<file path="config.mk">
export PLATFORM = sky130hd
export DESIGN_NAME = instrucoes_loader_flat
export DESIGN_NICKNAME = d
export VERILOG_FILES = /design/src/rtl/instrucoes_loader_if.sv /design/src/rtl/instrucoes_loader.sv /design/src/flat_wrapper.sv
export SDC_FILE = /design/constraint.sdc
export NUM_CORES = 1
export LEC_CHECK = 0
export CAP_MARGIN = 5
export CORE_UTILIZATION = 47
export DETAILED_ROUTE_END_ITERATION = 10
export GPL_ROUTABILITY_DRIVEN = 0
export PLACE_DENSITY = 0.76
export SYNTH_ARGS = -nofsm -noshare
export SYNTH_HDL_FRONTEND = slang
export SYNTH_SLANG_ARGS = --single-unit
</file>
<file path="constraint.sdc">
create_clock -name write_clock -period 1.9 [get_ports write_clock]
set_input_delay 0.19 -clock write_clock [delete_from_list [all_inputs] [get_ports write_clock]]
set_output_delay 0.19 -clock write_clock [all_outputs]
set_load 0.05 [all_outputs]
</file>
<file path="src/rtl/instrucoes_loader_if.sv">
// instrucoes_loader_if: byte stream in and instruction RAM write port out of the loader
interface instrucoes_loader_if #(
  parameter int DATA_WIDTH = 32,
  parameter int ADDR_WIDTH = 11
);
  logic [7:0]            byte_in;
  logic                  byte_valid;
  logic                  byte_ready;
  logic                  we;
  logic [ADDR_WIDTH-1:0] endereco_escrita;
  logic [DATA_WIDTH-1:0] dado;
  modport master (
    input  byte_in, byte_valid,
    output byte_ready, we, endereco_escrita, dado
  );
  modport slave (
    output byte_in, byte_valid,
    input  byte_ready, we, endereco_escrita, dado
  );
endinterface

</file>
<file path="src/rtl/instrucoes_loader.sv">
// instrucoes_loader: packs a byte stream MSB-first into words and writes them to instruction RAM
module instrucoes_loader #(
  parameter int DATA_WIDTH = 32,
  parameter int ADDR_WIDTH = 11
) (
  input  logic                  write_clock,
  input  logic                  reset_n,
  input  logic                  start,
  input  logic [ADDR_WIDTH:0]   word_count,
  instrucoes_loader_if.master   bus,
  output logic                  cpu_hold,
  output logic                  done,
  output logic                  error,
  output logic [DATA_WIDTH-1:0] checksum
);
  typedef enum logic [1:0] {IDLE, LOAD, WRITE, FIN} state_t;
  localparam logic [ADDR_WIDTH:0] LIMIT = {1'b1, {ADDR_WIDTH{1'b0}}};
  state_t                state, state_nx;
  logic [ADDR_WIDTH:0]   count, idx, idx_inc;
  logic [1:0]            bidx;
  logic [DATA_WIDTH-9:0] shift;
  logic                  xfer, bad;
  assign xfer    = state == LOAD && bus.byte_valid;
  assign bad     = word_count == '0 || word_count > LIMIT;
  assign idx_inc = idx + 1'b1;
  assign bus.byte_ready = state == LOAD;
  assign bus.we         = state == WRITE;
  assign cpu_hold       = state == LOAD || state == WRITE;
  assign done           = state == FIN;
  always_ff @(posedge write_clock or negedge reset_n)
    if (!reset_n) state <= IDLE;
    else          state <= state_nx;
  always_comb begin
    state_nx = state;
    case (state)
      IDLE:    state_nx = start ? (bad ? FIN : LOAD) : IDLE;
      LOAD:    state_nx = xfer && bidx == 2'd3 ? WRITE : LOAD;
      WRITE:   state_nx = idx_inc == count ? FIN : LOAD;
      default: state_nx = IDLE;
    endcase
  end
  // dado/endereco_escrita are loaded on the edge entering WRITE and held otherwise
  always_ff @(posedge write_clock or negedge reset_n)
    if (!reset_n) begin
      count                <= '0;
      idx                  <= '0;
      bidx                 <= '0;
      shift                <= '0;
      error                <= 1'b0;
      checksum             <= '0;
      bus.dado             <= '0;
      bus.endereco_escrita <= '0;
    end else begin
      if (state == IDLE && start) begin
        count    <= word_count;
        idx      <= '0;
        bidx     <= '0;
        error    <= bad;
        checksum <= '0;
      end
      if (xfer) begin
        bidx  <= bidx + 1'b1;
        shift <= {shift[DATA_WIDTH-17:0], bus.byte_in};
        if (bidx == 2'd3) begin
          bus.dado             <= {shift, bus.byte_in};
          bus.endereco_escrita <= idx[ADDR_WIDTH-1:0];
        end
      end
      if (state == WRITE) begin
        checksum <= checksum ^ bus.dado;
        idx      <= idx_inc;
      end
    end
endmodule

</file>
<file path="src/flat_wrapper.sv">
// flat-port wrapper written by rule: the top's interface ports become plain ports
module instrucoes_loader_flat 
#(
  parameter int DATA_WIDTH = 32,
  parameter int ADDR_WIDTH = 11
)
  (write_clock, reset_n, start, word_count, cpu_hold, done, error, checksum, bus_byte_in, bus_byte_valid, bus_byte_ready, bus_we, bus_endereco_escrita, bus_dado);
  instrucoes_loader_if #(.DATA_WIDTH(DATA_WIDTH), .ADDR_WIDTH(ADDR_WIDTH)) bus_i ();
  input  logic write_clock;
  input  logic reset_n;
  input  logic start;
  input  logic [ADDR_WIDTH:0] word_count;
  output logic cpu_hold;
  output logic done;
  output logic error;
  output logic [DATA_WIDTH-1:0] checksum;
  input wire logic [$bits(bus_i.byte_in)-1:0] bus_byte_in;
  input wire logic [$bits(bus_i.byte_valid)-1:0] bus_byte_valid;
  output wire logic [$bits(bus_i.byte_ready)-1:0] bus_byte_ready;
  output wire logic [$bits(bus_i.we)-1:0] bus_we;
  output wire logic [$bits(bus_i.endereco_escrita)-1:0] bus_endereco_escrita;
  output wire logic [$bits(bus_i.dado)-1:0] bus_dado;
  assign bus_i.byte_in = bus_byte_in;
  assign bus_i.byte_valid = bus_byte_valid;
  assign bus_byte_ready = bus_i.byte_ready;
  assign bus_we = bus_i.we;
  assign bus_endereco_escrita = bus_i.endereco_escrita;
  assign bus_dado = bus_i.dado;
  instrucoes_loader #(.DATA_WIDTH(DATA_WIDTH), .ADDR_WIDTH(ADDR_WIDTH)) u_core (.write_clock(write_clock), .reset_n(reset_n), .start(start), .word_count(word_count), .bus(bus_i), .cpu_hold(cpu_hold), .done(done), .error(error), .checksum(checksum));
endmodule
</file>
==> results of run 1 <==
-- metal layers --
layer | vias up | GRT usage [%] | part of all wire, % | wire [microns]
met3 | 20 | 6.43 | 6.6 | 873
li1 | 1928 | - | - | -
met2 | 131 | 35.8 | 48 | 6340
met1 | 2066 | 28.7 | 44 | 5810
met4 | 0 | 9.51 | 1.8 | 240
met5 | - | 0 | 0 | 0
-- report_power, final --
| part | internal [mW] | switching (mW) |
|---|---|---|
| Sequential | 3.81 | 1.01 |
| Combinational | 2.48 | 3.84 |
| Clock | 2.01 | 1.11 |
| Total | 8.29 | 5.96 |
-- cells in the final DEF (no fill, tap or decap), types with 2 or more instances in the layout --
cell / Yosys / routed
clkdlybuf4s50_1: 0 / 94
mux2i_1: 2 / 2
nand4_1: 2 / 2
o41ai_1: 2 / 2
o21ai_0: 47 / 47
and3_2: 2 / 2
a21oi_1: 6 / 6
clkbuf_8: 0 / 3
xnor2_1: 10 / 10
clkbuf_1: 20 / 3
dlymetal6s2s_1: 0 / 2
mux2_2: 80 / 80
clkinv_2: 0 / 5
ha_1: 6 / 3
ha_4: 0 / 2
xor2_1: 39 / 39
nand3_2: 1 / 2
inv_2: 0 / 2
buf_12: 0 / 7
buf_4: 4 / 28
clkbuf_16: 0 / 17
dfrtp_1: 128 / 127
a31oi_1: 3 / 3
nor2_1: 8 / 8
nor3_1: 2 / 2
inv_1: 4 / 2
o31ai_1: 4 / 4
bufinv_16: 0 / 2
nand3_1: 9 / 8
nor4_1: 2 / 2
nand2_1: 86 / 85
-- layout make-up --
type	count	area share, %
inverters	4	0.195
repair buffers	133	17.4
multi-input cells	329	31.2
clock inverters	7	1.10
clock buffers	23	6.20
flip-flops and latches	128	41.6
well taps	143	2.32
-- stage by stage --
step	worst slack (ps)	cells	hold WS, ps	util, %
2_1_floorplan	-120	489	-106	-
3_3_place_gp	-27.8	736	193	61.1
3_5_place_dp	-63.4	736	206	61.1
4_1_cts	-28.5	767	312	66.2
5_1_grt	-72.3	767	337	66.4
6_report	11.0	767	297	66.4
-- path summary, 6_finish.rpt --
| check | startpoint | endpoint | slack [ps] | cells past startpoint |
|---|---|---|---|---|
| setup / recovery | u_core.state[0] | bus_we | 10 | 5 |
| hold / removal | reset_n | u_core.checksum[27] | 300 | 2 |
| setup reg to reg | u_core.state[0] | u_core.state[1] | 20 | 8 |
| hold reg to reg | u_core.error | u_core.error | 480 | 2 |
| max in group asynchronous | reset_n | u_core.count[10] | 1010 | 3 |
| min in group write_clock | bus_byte_in[4] | u_core.shift[4] | 430 | 2 |
-- logic make-up after synthesis --
group                      synth area share [%]
AOI/OAI and AO/OA                          7.42
xor gates and xnor gates                   7.51
adders and majority gates                  1.31
buffers and inverters                      2.56
DFF                                        56.0
muxes                                      16.1
and+or+nand+nor                            9.08
-- cell usage after synthesis (3+ instances only) --
cell type | number | area (sq um)
inv_1 | 4 | 15.0
nor2_1 | 8 | 30.0
ha_1 | 6 | 75.1
nand3_1 | 9 | 45.0
o21ai_0 | 47 | 235
dfrtp_1 | 128 | 3200
a31oi_1 | 3 | 18.8
buf_4 | 4 | 30.0
buf_2 | 3 | 15.0
mux2_2 | 80 | 901
clkbuf_1 | 20 | 75.1
xnor2_1 | 10 | 87.6
xor2_1 | 39 | 342
a21oi_1 | 6 | 30.0
nand2_1 | 86 | 323
o31ai_1 | 4 | 30.0
-- state kept, by name, indices dropped and copies added (netlist names) --
signal / count
u_core.bus.dado: 32
u_core.bidx: 2
u_core.shift: 24
u_core.checksum: 32
u_core.idx: 12
u_core.error: 1
u_core.state: 2
u_core.count: 12
u_core.bus.endereco_escrita: 11
-- repair_timing --
item,4_1_cts,5_1_grt
hold endpoints to repair,31,0
pin swaps,4,0
hold buffers,1,0
setup endpoints to repair,2,19
gates resized for setup,5,7
-- worst max-delay path: cells and delay by family (launching register included) --
family | cells | cell delay (ps)
fa+ha+maj | 1 | 150
flops | 1 | 410
buf+inv | 4 | 710
==> impl_metrics.tcl, run 1 <==
set metrics [dict create \
    outcome "finished with violations" \
    failed_checks "design-rule violations" \
    synth-edff-count 0 \
    worst_ep_required_time_ps 1710 \
    ys_async_sr_fraction_pct 100 \
    placed_cell_area_sq_mm 0.00709 \
    critical_path.max_stage_delay_ps 410 \
    crit_path_max_fanout 39 \
    rsz0062_at_grt "yes" \
    cts-root-to-sink-buffers 2 \
    area_occupied_by_multi_input_gates_sq_mm 0.00241 \
    final_nets 643 \
    clk_latency_ps 410 \
    seq_area_sq_mm 0.00320 \
    synthesis.area_per_instance_sq_um 11.7 \
    slew-limit-headroom_pct 62.3 \
    cts_buffers 17 \
    n_antenna_cell 0 \
    crit_chain "inv_2, ha_4, buf_8, buf_12, buf_12" \
    report.power.total_mw 14.3 \
    grt_start_max_net_pins 40 \
    grt_util_all_layers_pct 22.4 \
    clkSinkCount 128 \
    core-area_sq_mm 0.0116 \
    initial_antenna_violation_count 0 \
    synth.cell_area_sq_mm 0.00572 \
    fmax_ghz 0.529 \
    io_pins 104 \
    yosysSeqAreaShare_pct 56.0 \
    num_rows 39 \
    postLayoutCellArea_sq_mm 0.00771 \
    timing.final.crit_period_ps 1890 \
    syn-num-nets 519 \
    drive_above_1_share_pct 25.5 \
    start_util_pct 49.2 \
    grt_pass1_wl_microns 21800 \
    avgViaCountPerCell 5.40 \
    setup.worst_path.start_class "flip-flop" \
    buffer_ports.inserted 103 \
    htree_levels 4 \
    ys_types 42 \
    final_antenna_net_count 0 \
    synth-main-ff-cell "dfrtp_1" \
    timing_worst_setup_path_type "flip-flop to output pin" \
    synth.ff_latch_count 128 \
    report.final.slew_viol_count 0 \
    grt_overflow 0 \
    die_height_microns 112 \
    detailedPlacementHpwl_microns 9110 \
    detail_route.wl_per_cell_microns 17.3 \
    grt_pass1_vias 4320 \
    fillers 854 \
    finClkSkew_ps 8.63 \
    die_w_microns 112 \
    maxCapViolations 0 \
    p_leak_nw 3.51 \
    worstPathArrival_ps 1700 \
    vias 4145 \
    clk_root_buffer_cell "clkbuf_16" \
    worst_path_max_delay_cell "dfrtp_1" \
    timing.setup.tns_ps 0 \
    postRouteWirelength_microns 13300 \
    area_overhead_vs_synth_pct 34.9 \
    die_area_sq_mm 0.0126 \
    hp-class "primary input to async pin" \
    detail_route.iter0.violations 165 \
    cts_tree "built" \
    critical_path.endpoint_type "output pin" \
    transition_time_of_the_tightest_slew_check_pin_ps 563 \
    synth_warnings 0 \
    final_hold_violations 0 \
    timing.final.setup_violations 0 \
    route.detailed.drc 3 \
    fin_crit_sh_pct 99.4 \
    clock_pin_slew_of_the_registers_on_the_worst_case_setup_and_hold_paths_ps 50 \
    max-vdd-ir-drop_uv 1180 \
    synthesis.instances 489 \
    drt_pass1_iterations 8 \
    critPathMostFrequentCell "buf_12" \
    post-cts-setup-buffers 0 \
    cellPowerDensity_mw_per_mm2 1850 \
]
Note: power is estimated with default switching activity, not from simulation.
==> run 2, diff against run 1 <==
--- a/config.mk
+++ b/config.mk
@@ -6,10 +6,12 @@
 export NUM_CORES = 1
 export LEC_CHECK = 0
 export CAP_MARGIN = 5
-export CORE_UTILIZATION = 47
+export CORE_UTILIZATION = 49
+export CTS_CLUSTER_DIAMETER = 100
 export DETAILED_ROUTE_END_ITERATION = 10
+export DONT_BUFFER_PORTS = 1
 export GPL_ROUTABILITY_DRIVEN = 0
-export PLACE_DENSITY = 0.76
+export PLACE_DENSITY = 0.66
 export SYNTH_ARGS = -nofsm -noshare
 export SYNTH_HDL_FRONTEND = slang
 export SYNTH_SLANG_ARGS = --single-unit
==> impl_metrics.tcl, run 2 (synthesis gave the netlist of run 1 again) <==
set metrics [dict create \
    timing_worst_setup_path_type "flip-flop to flip-flop" \
    grt_pass1_vias 3820 \
    post_cts_hold_buffer_count 22 \
    cellPowerDensity_mw_per_mm2 1900 \
    detailedPlacementHpwl_microns 8170 \
    r2r.worst_path.cells 7 \
    timing.setup.tns_ps -3.09 \
    fin_cells 686 \
    clk_root_buffer_cell "clkbuf_16" \
    holdWs_ps -535 \
    die_height_microns 110 \
    drive_above_1_share_pct 27.8 \
    grt_util_all_layers_pct 22.3 \
    numPlacedInstances 629 \
    final_nets 560 \
    finClkSkew_ps 10.5 \
    grt_start_max_net_pins 129 \
    detail_route.iter0.violations 298 \
    transition_time_of_the_tightest_slew_check_pin_ps 625 \
    cts_tree "built" \
    reg2reg_capture_point "u_core.state[1]" \
    detail_route.wl_per_cell_microns 18.3 \
    postRouteWirelength_microns 12600 \
    maxCapViolations 0 \
    grt_pass1_wl_microns 19900 \
    met1_length_microns 5700 \
    n_antenna_cell 0 \
    crit_path_max_fanout 2 \
    timing.final.crit_period_ps 1900 \
    postLayoutSetupSlackWorst_ps -3.09 \
    critical_path.endpoint_type "flip-flop" \
    num_rows 39 \
    worst_ep_required_time_ps 2250 \
    vias 3841 \
    pre_cts_slack_ps -84.7 \
    clk_latency_ps 420 \
    route.met3.wl_microns 905 \
    area_overhead_vs_synth_pct 21.3 \
    final_hold_violations 128 \
    fin_crit_sh_pct 100 \
    p_leak_nw 3.20 \
    start_util_pct 50.1 \
    cts-root-to-sink-buffers 2 \
    die_area_sq_mm 0.0121 \
    report.final.slew_viol_count 0 \
    highest_layer "met4" \
    failed_checks "negative hold slack, negative setup slack" \
    clock_pin_slew_of_the_registers_on_the_worst_case_setup_and_hold_paths_ps 60 \
    setup.worst_path.start_class "flip-flop" \
    cts_buffers 17 \
    fmax_ghz 0.525 \
    clkSinkCount 128 \
    die_w_microns 110 \
    mostFrequentLayoutCells "128 x dfrtp_1, 85 x nand2_1, 80 x mux2_2" \
    final_antenna_net_count 0 \
    timing.final.setup_violations 1 \
    avgViaCountPerCell 5.60 \
    grt_overflow 0 \
    core-area_sq_mm 0.0114 \
    buffer_ports.inserted 0 \
    initial_antenna_violation_count 0 \
    htree_levels 4 \
    io_pins 104 \
    route.detailed.drc 0 \
    worstPathArrival_ps 2250 \
    rsz0062_at_grt "yes" \
    hp-class "primary input to async pin" \
    top_regs "u_core.bus.dado (32), u_core.checksum (32), u_core.shift (24)" \
    layout_commonest_cell "dfrtp_1" \
    drt_pass1_iterations 4 \
    outcome "finished with violations" \
    max-vdd-ir-drop_uv 1140 \
    slew-limit-headroom_pct 58.3 \
    r2r_setup_slack_ps -3 \
    wl_met2_microns 5790 \
    r2r-start "u_core.idx[1]" \
]
==> run 2: cell types whose count changed in the layout (fill, tap and decap cells not counted), sizes merged <==
cell | before | now
dlymetal6s2s | 2 | 0
bufinv | 2 | 4
clkdlybuf4s50 | 94 | 0
clkbuf | 23 | 22
dlygate4sd3 | 1 | 22
buf | 36 | 27
clkinvlp | 0 | 2
==> run 2: routing by layer <==
metal	vias up	global-route usage, %
li1	1763	-
met1	1949	30.0
met2	114	33.2
met3	15	7.82
met4	0	8.38
met5	-	0
==> run 2: worst max-delay path: stages (launching register included) <==
cell,delay [ps]
dfrtp_1,410
ha_4,250
xor2_1,140
or4_4,420
a221oi_2,180
o21ai_1,110
nor3_2,170
a41o_1,170
==> run 2: cell type report <==
class / instances / area (sq um)
Fill cell: 927 / 4480
Sequential cell: 128 / 3200
Multi-Input combinational cell: 329 / 2410
Timing Repair Buffer: 50 / 526
Clock buffer: 21 / 440
Tap cell: 143 / 179
Clock inverter: 11 / 164
Inverter: 4 / 15.0
==> run 2: worst max path at each step <==
stage	startpoint	to	depth (start not counted)
4_1_cts	u_core.idx[1]	u_core.state[1]	7
3_3_place_gp	u_core.idx[0]	u_core.state[1]	7
6_report	u_core.idx[1]	u_core.state[1]	7
3_5_place_dp	u_core.idx[0]	u_core.state[1]	7
2_1_floorplan	u_core.state[1]	u_core.state[1]	6
5_1_grt	u_core.idx[1]	u_core.state[1]	7
==> run 2: what timing repair did <==
item	in CTS	in global routing
gates cloned	0	1
buffers inserted	0	2
setup endpoints to repair	2	3
pin swaps	4	3
hold endpoints to repair	158	128
gates resized for setup	4	6
==> run 2: per-stage QoR <==
stage          total power, mW  cell area (sq um)  utilization, %  hold slack [ps]
2_1_floorplan             8.90               5730               -             -106
3_3_place_gp              9.58               6030            52.8             -103
3_5_place_dp              9.75               6030            52.8             -104
4_1_cts                   13.2               6870            60.1             -545
5_1_grt                   13.8               6940            60.7             -550
6_report                  13.1               6940            60.7             -535
==> run 2: power by group <==
group / total (mW) / switching (mW) / internal [mW]
clock network: 3.33 / 1.15 / 2.18
logic: 2.73 / 1.26 / 1.47
registers: 7.08 / 3.33 / 3.75
total: 13.1 / 5.74 / 7.40
